$ cat src/rtl/reaction_game_controller.sv
// Reaction-time game controller: start, random delay, go, measure, result.
// A single registered FSM drives the delay counter, the go indicator and the
// result flags, and counts milliseconds while the go indicator is lit.
module reaction_game_controller #(
    parameter logic [13:0] REACT_MAX = 14'd9999
) (
    input  logic        Clock,
    input  logic        Reset,
    input  logic        Start,
    input  logic        Press,
    input  logic        MsTick,
    input  logic        DelayDone,
    output logic        DelayEnable,
    output logic        GoLed,
    output logic [13:0] ReactionTime,
    output logic        ResultValid,
    output logic        FalseStart,
    output logic        Timeout,
    output logic [2:0]  State
);

    localparam int unsigned CNT_W = 14;

    typedef enum logic [2:0] {
        S_IDLE   = 3'd0,
        S_DELAY  = 3'd1,
        S_GO     = 3'd2,
        S_RESULT = 3'd3,
        S_FAULT  = 3'd4
    } state_t;

    state_t             state;
    logic               start_prev;
    logic               press_prev;
    logic [CNT_W-1:0]   ms_count;

    logic               start_rise_c;
    logic               press_rise_c;
    logic               begin_round_c;

    // Button rising edges; previous-value registers reset high so held buttons do not fire
    assign start_rise_c  = Start & ~start_prev;
    assign press_rise_c  = Press & ~press_prev;

    // A new round may only start from an idle or finished state
    assign begin_round_c = start_rise_c &&
                           ((state == S_IDLE) || (state == S_RESULT) || (state == S_FAULT));

    assign State = state;

    // Game FSM with registered Moore outputs and the millisecond counter
    always_ff @(posedge Clock) begin
        if (Reset) begin
            state        <= S_IDLE;
            start_prev   <= 1'b1;
            press_prev   <= 1'b1;
            ms_count     <= '0;
            ReactionTime <= '0;
            DelayEnable  <= 1'b0;
            GoLed        <= 1'b0;
            ResultValid  <= 1'b0;
            FalseStart   <= 1'b0;
            Timeout      <= 1'b0;
        end else begin
            start_prev <= Start;
            press_prev <= Press;

            if (begin_round_c) begin
                state        <= S_DELAY;
                ms_count     <= '0;
                ReactionTime <= '0;
                DelayEnable  <= 1'b1;
                GoLed        <= 1'b0;
                ResultValid  <= 1'b0;
                FalseStart   <= 1'b0;
                Timeout      <= 1'b0;
            end else begin
                case (state)
                    S_DELAY: begin
                        // A press beats a simultaneous delay-done
                        if (press_rise_c) begin
                            state        <= S_FAULT;
                            DelayEnable  <= 1'b0;
                            FalseStart   <= 1'b1;
                            ReactionTime <= '0;
                        end else if (DelayDone) begin
                            state       <= S_GO;
                            DelayEnable <= 1'b0;
                            GoLed       <= 1'b1;
                        end
                    end
                    S_GO: begin
                        // A press beats a simultaneous tick; the tick is dropped
                        if (press_rise_c) begin
                            state        <= S_RESULT;
                            ReactionTime <= ms_count;
                            GoLed        <= 1'b0;
                            ResultValid  <= 1'b1;
                        end else if (MsTick) begin
                            if (ms_count == REACT_MAX) begin
                                state        <= S_RESULT;
                                ReactionTime <= REACT_MAX;
                                GoLed        <= 1'b0;
                                Timeout      <= 1'b1;
                            end else begin
                                ms_count <= ms_count + CNT_W'(1);
                            end
                        end
                    end
                    S_IDLE, S_RESULT, S_FAULT: begin
                        // Hold until a start edge; presses are ignored here
                    end
                    default: begin
                        state        <= S_IDLE;
                        ms_count     <= '0;
                        ReactionTime <= '0;
                        DelayEnable  <= 1'b0;
                        GoLed        <= 1'b0;
                        ResultValid  <= 1'b0;
                        FalseStart   <= 1'b0;
                        Timeout      <= 1'b0;
                    end
                endcase
            end
        end
    end

endmodule

$ cat config.mk
export PLATFORM = sky130hd
export DESIGN_NAME = reaction_game_controller
export DESIGN_NICKNAME = d
export VERILOG_FILES = /design/src/rtl/reaction_game_controller.sv
export SDC_FILE = /design/constraint.sdc
export NUM_CORES = 1
export LEC_CHECK = 0
export BUFFER_PORTS_ARGS = -buffer_cell sky130_fd_sc_hd__buf_4
export CORE_UTILIZATION = 55
export DETAILED_ROUTE_END_ITERATION = 10
export PLACE_DENSITY = 0.78
export SYNTH_ARGS = -nofsm -noshare
export SYNTH_HDL_FRONTEND = slang
export SYNTH_SLANG_ARGS = --single-unit
export TNS_END_PERCENT = 10
$ cat constraint.sdc
create_clock -name Clock -period 2.35 [get_ports Clock]
set_input_delay 0.235 -clock Clock [delete_from_list [all_inputs] [get_ports Clock]]
set_output_delay 0.235 -clock Clock [all_outputs]
set_load 0.1 [all_outputs]
==> results, run 1 <==
- The flow ran to the end, and the final reports show no timing, DRC or antenna violations.
- The clock arrives with approximately 10 ps of skew.
- Of the post-synthesis cell area, the part taken by muxes is under 10%.
- The share of the synthesized netlist area taken by xor and xnor gates is under 10%.
- The post-route netlist has approximately 22% of its cells at a drive strength greater than 1.
- The final-report hold violation count was 0.
- The gate count after technology mapping is around 200.
- In this run the critical register-to-register path is captured at ReactionTime[0].
- The worst setup path is of the register to register kind.
- The clock insertion delay at the later pin of the skew report is about 340 ps.
- Setup violations remaining at the end of the flow were counted as 0.
- The power density normalized to cell area is around 560 nW/um^2.
- The via-per-instance ratio is between 5 and 6.
- After synthesis, the most frequently instantiated cells are dfxtp_1, nand2_1, nor2_1.
- The cell type with the highest aggregate area in the netlist is dfxtp_1.
- The detailed router put a total of about 1.8 mm of wire on met1.
- In this run the tightest slew margin relative to its limit is 50.3%.
- At the pin with the least slew margin, the transition time is about 740 ps.
- The number of I/O pins is 28.
- The startpoint identified for the worst register-to-register timing path is ms_count[0].
- The first detailed-routing pass ran for 4 iterations.
- The share of the Yosys chip area taken by registers is between 40% and 50%.
- The fmax is between 400 and 500 MHz.
- Post-CTS repair changed the size of 0 cells.
- The number of diodes is 0.
- Summed over all cells, the static leakage comes to 0.854 nW.
- The arrival time of the worst setup path is about 2400 ps.
- The number of enable-type register cells in the synthesized netlist is 0.
- The number of global-route vias before repair is ~1600.
- Measured along the y axis, the die boundary spans between 50 and 60 um.
- The H-tree was split into 2 levels.
- The first-pass GRT wire length is ~6.8 mm.
- The capture point of the worst path is ReactionTime[0].
- The synthesized-area fraction occupied by adder cells is less than 1%.
- The initial antenna violation count was 0.
- The overall die area is around 3500 um^2.
- By area, the combinational part of the netlist is dominated by simple AND/OR/NAND/NOR gates.
- The summed negative setup slack over all endpoints is 0 ps.
- The post-DP HPWL is 2.94 mm.
- The clock edge transition at the registers on the reported setup and hold paths is approximately 110 ps.
- The startpoint of the worst setup timing path is ms_count[0].
- Counting every net in the synthesized netlist gives between 200 and 250.
- A synthesized cell averages roughly 8.9 um^2.
- During placement, the flow inserted port buffers numbering 27.
- The number of hold buffers added after CTS was 0.
- The clock drives 38 sinks.
- The proportion of register bits with asynchronous set or reset after synthesis is 0%.
- The post-route fraction of the period consumed by the critical path is around 90%.
- The cell count of the worst reg-to-reg path is 7.
- The longest clock path from root to sink contains 2 buffers.
- Across all register-to-register paths, the minimum setup slack is roughly 230 ps.
- The routed wire length per instance is between 10 and 15 um.
- STA classifies the critical path startpoint as a register.
- The met3 wire length is between 200 and 300 um.
- The final count of pins violating max slew is 0.
- Among all cell types in the netlist, the one instantiated most often is dfxtp_1.
- The routed design could run at a clock period as short as about 2100 ps.
- The worst IR drop on VDD is ~0.45 mV.
- The core region is 3080 um^2.
- Across all layers, the routed design uses 1626 vias.
- The die is 59.2 um wide.
- Along the worst path, the maximum fanout reaches 8.
- TritonCTS built the clock tree.
- The path class of the tightest hold or removal check is primary input to register.
- The tree is rooted in a clkbuf_4.
- Cells fill 68.6% of the core in the end.
- The topmost layer with routed signal wires is met4.
- The number of storage elements in the synthesis netlist is 38.
- The final cell area excluding filler cells is ~2100 um^2.
- After the last flow step, the layout net total stands at approximately 240.
- The effective utilization at floorplan is 58.4%.
- The global routing usage summed across all routing layers is about a quarter.
- The routed design has approximately 4 mm of wire.
- The detailed router finished its first iteration with 50 violations.
- For this run the aggregate overflow at the end of global routing stands at 0.
- Once detail routing completed, the nets flagged for antenna violations numbered 0.
- Ranked by total cell area, the synthesized netlist is headed by dfxtp_1, mux2i_1, nand2_1.
- The required time of the critical path is 2630 ps.
- Setup repair after global routing left no endpoint under its margin.
- The pin count of the biggest net entering global routing is 17.
- For this run, the number of Yosys warnings is 0.
- The tightest hold path in the finished design has a slack of 88.4 ps.
- After detailed placement, the total cell area comes to just over 2000 um^2.
- The post-synthesis instance area is about 1800 um^2.
- The top cell type's share of synthesized area is 42.3%.
- The number of setup buffers added after CTS is 0.
- The main flop type after synthesis is dfxtp_1.
- Counting distinct cell types in the post-synthesis netlist gives 48.
- Routability-driven placement finished with a final weighted congestion of slightly above 0.9.
- Counting the buffers created by CTS gives 5.
- STA classifies the critical path endpoint as a register.
- The routed design uses a little under 2 mm of met2 wire.
- The overall power is between 1 and 1.5 mW.
- The row count is 20.
- The post-route DRC violation count is 0.
- The synthesis-to-layout area growth is 17.5%.
- Summing the areas of all compound-gate instances in the mapped netlist gives between 10% and 20% of the synthesized area.
- Summing the areas of all and, or, nand and nor instances in the mapped netlist gives roughly 25% of the synthesized area.
- The number of max-capacitance violations reported is 0.
per-stage QoR:
stage,setup WS (ps),instances
3_3_place_gp,396,271
2_1_floorplan,-4.86,203
4_1_cts,230,279
3_5_place_dp,253,271
6_report,234,279
5_1_grt,72.0,279
layer usage:
| metal | global-route usage [%] | up-vias |
|---|---|---|
| met5 | 0 | - |
| met4 | 15.0 | 0 |
| met3 | 6.33 | 7 |
| met2 | 42.0 | 64 |
| met1 | 31.3 | 750 |
| li1 | - | 805 |
placed cells by master (no fill, tap or decap), drive strengths merged, types with 2 or more instances in the layout:
master,synthesis,routed
o31ai,2,2
clkbuf,5,7
nand4,3,3
nor2,19,19
xor2,4,4
o21ai,15,15
nand3,6,6
or2,4,4
a31oi,4,4
dfxtp,38,38
nor3,4,4
and2,3,3
nand2,21,21
or4,4,4
a32o,7,7
or3,3,3
nand2b,4,4
a21oi,10,10
nor4,3,3
o211ai,3,3
and3,4,4
mux2i,9,9
xnor2,3,3
inv,5,5
o2111ai,2,2
buf,5,34
layout make-up:
class                   count  area [um^2]
clock buffers               7         55.1
repair buffers             34          255
inverters                   5         18.8
clock inverters             1         5.00
flip-flops and latches     38          763
fillers                   276          966
well taps                  44         55.1
multi-input cells         150          960
flip-flops by register name (all words and copies together) (netlist names):
name,cells
State,3
ms_count,14
FalseStart,1
DelayEnable,1
ResultValid,1
GoLed,1
start_prev,1
Timeout,1
ReactionTime,14
press_prev,1
how the worst min path moves through the flow:
stage,startpoint,end,slack (ps),depth (start not counted)
after floorplan,Press,press_prev,340,1
after global placement,Start,start_prev,440,2
after detailed placement,Start,start_prev,440,2
after CTS,Start,start_prev,80,2
after global routing,Press,press_prev,80,2
final,Start,start_prev,90,2
cell families after synthesis:
family	Yosys count
flip-flops	38
AND/OR/NAND/NOR	84
multiplexers	9
adder cells (fa/ha/maj)	1
buffers and inverters	15
XOR/XNOR	7
AO/OA/AOI/OAI	49
where the power goes:
| group | switching (mW) | internal [mW] |
|---|---|---|
| Combinational | 0.116 | 0.0474 |
| Sequential | 0.0120 | 0.653 |
| Clock | 0.202 | 0.145 |
worst max-delay path, cell delays in order (launching register included):
cell and delay (ps):
dfxtp_1 360, ha_1 230, and4b_1 190, nand4_2 110
nand2_1 70, o221ai_1 580, buf_4 310, mux2i_1 210
Power figures use the tool's default switching activity.
==> run 2: changes to the inputs <==
Settings changed: CORE_UTILIZATION 55 to 33, GPL_TIMING_DRIVEN set to 0, PLACE_DENSITY 0.78 to unset.
==> run 2 against run 1 <==
Maximum frequency is 3.2% higher. Setup slack improved by 66 ps. Non-clock buffer count up 2.
==> results, run 2 (same netlist as run 1, synthesis figures left out) <==
- The run finished with clean final reports.
- The vertical die dimension is 75.8 um.
- The number of resized instances in the post-cts repair step is 0.
- The count of antenna-violating nets left after detailed routing is 0.
- The top fanout value on the critical path is 10.
- The post-route DRC violation count is 0.
- The leakage power is roughly 0.86 nW.
- The wire-length estimate of the detail-placed layout is around 3 mm.
- Routability-driven placement finished with a final weighted congestion of ~0.83.
- The final count of pins violating max slew was 0.
- The slew at the pin with the worst max-slew slack is ~750 ps.
- The worst path meets setup with ~300 ps of slack.
- The worst hold path belongs to the class primary input to register.
- The required time of the critical path is between 2000 and 3000 ps.
- Entering global routing, the biggest net connects 13 pins.
- The effective utilization at floorplan is between 30% and 40%.
- The post-cts hold buffer count is 0.
- The maximum clock path buffer count is 2.
- The detailed router finished its first iteration with 82 violations.
- The pre-antenna-repair detailed-routing pass consisted of 4 iterations.
- The fmax is about 490 MHz.
- The design draws roughly 1.3 mW.
- The worst pin sits at a relative slew slack of between 40% and 50%.
- The number of diodes is 0.
- Of the cells placed in the final design, the portion with a size suffix greater than 1 is between 20% and 30%.
- The number of H-tree levels is 2.
- The clock reaches the later pin of the worst-skew pair after 290 ps.
- The clock arrives with 5.57 ps of skew.
- The cell sitting at the root of the clock tree is a clkbuf_8.
- The pre-CTS worst setup slack is approximately 320 ps.
- STA classifies the critical path endpoint as a register.
- The startpoint kind of the worst setup timing path is a register.
- The arrival time of the worst setup path is about 2200 ps.
- The commonest non-fill, non-tap cell in the layout is dfxtp_1.
- The post-route fraction of the period consumed by the critical path is between 80% and 90%.
- The clock edge transition at the registers on the reported setup and hold paths is ~80 ps.
- The number of buffers created by CTS is 5.
- Setup violations remaining at the end of the flow were counted as 0.
- The overall die area is 5750 um^2.
- The post-layout net count is approximately 240.
- During I/O placement, the number of pins put on the boundary was 28.
- The via-per-instance ratio is around 5.1.
- The final critical path time including I/O delays and setup is between 2000 and 2500 ps.
- The global routing usage summed across all routing layers is 15.7%.
- The synthesis-to-layout area growth is 21.2%.
- The kind of critical path is register to register.
- The row count is 26.
- The final-report hold violation count is 0.
- Setup repair after global routing left no endpoint under its margin.
- The first-pass GRT wire length is 6.71 mm.
- The total core area is 5170 um^2.
- In the layout the commonest cells are dfxtp_1, buf_4, nand2_1.
- The setup fix buffers added after clock tree synthesis is 0.
- The clock tree from TritonCTS is yes.
- The worst IR drop on VDD is 0.257 mV.
- For this block, the routed nets add up to around 4.0 mm of wire.
- Detailed routing inserted a total of ~1600 vias.
- The number of global-route vias before repair is 1373.
- The number of max-capacitance violations reported is 0.
- For this design the ratio of total power to cell area is 596 nW/um^2.
- Summed over all layers, the global routing overflow is 0.
- After detailed routing, the average wire length per cell comes to between 10 and 15 um.
- The number of sinks handled by clock tree synthesis is 38.
- The die width is about 76 um.
- The quantity of I/O buffers inserted on ports is 26.
- The initial antenna violation count is 0.
## run 2: changes by cell type in the layout (fill, tap and decap cells not counted), sizes merged
| cell | delta |
|---|---|
| clkbuf | +4 |
| buf | -3 |
| clkinvlp | +1 |
## run 2: cell type report
type / instances / area [um^2]
Multi-Input combinational cell: 150 / 960
Tap cell: 70 / 87.6
Clock inverter: 2 / 12.5
Buffer: 10 / 58.8
Clock buffer: 6 / 82.6
Fill cell: 533 / 2990
Sequential cell: 38 / 763
Timing Repair Buffer: 26 / 195
Inverter: 5 / 18.8
## run 2: critical path: stages, from the launching register on
cell,delay (ps)
dfxtp_1,390
ha_1,220
and4b_1,220
nand4_2,200
nand2_1,140
o221ai_1,240
buf_4,280
a32o_1,250
## run 2: final timing paths
| check | slack (ps) | startpoint | end | cells after the start |
|---|---|---|---|---|
| max | 300 | ms_count[0] | ReactionTime[11] | 7 |
| max reg2reg | 300 | ms_count[0] | ReactionTime[11] | 7 |
| min | 140 | Start | start_prev | 2 |
| min reg2reg | 460 | ReactionTime[2] | ReactionTime[2] | 2 |
## run 2: through the flow
| step | TNS [ps] | instance area (um^2) | utilization [%] | std cells | hold slack, ps |
|---|---|---|---|---|---|
| 6_report | 0 | 2180 | 42.1 | 307 | 143 |
| 2_1_floorplan | -9.71 | 1800 | - | 203 | 339 |
| 4_1_cts | 0 | 2180 | 42.1 | 307 | 138 |
| 3_5_place_dp | 0 | 2080 | 40.3 | 299 | 444 |
| 3_3_place_gp | 0 | 2080 | 40.3 | 299 | 435 |
| 5_1_grt | 0 | 2180 | 42.1 | 307 | 144 |
## run 2: power by group
| group | total, mW | internal [mW] | switching [mW] |
|---|---|---|---|
| Combinational | 0.168 | 0.0468 | 0.121 |
| Clock | 0.471 | 0.236 | 0.236 |
| Sequential | 0.658 | 0.652 | 0.00583 |
## run 2: metal layers
layer	share of wire [%]	track usage, %	wire, um	vias up
li1	-	-	-	815
met1	51	22.7	2030	691
met5	0	0	0	-
met4	1.5	5.56	58	0
met3	6.2	4.50	247	7
met2	41	22.1	1660	47
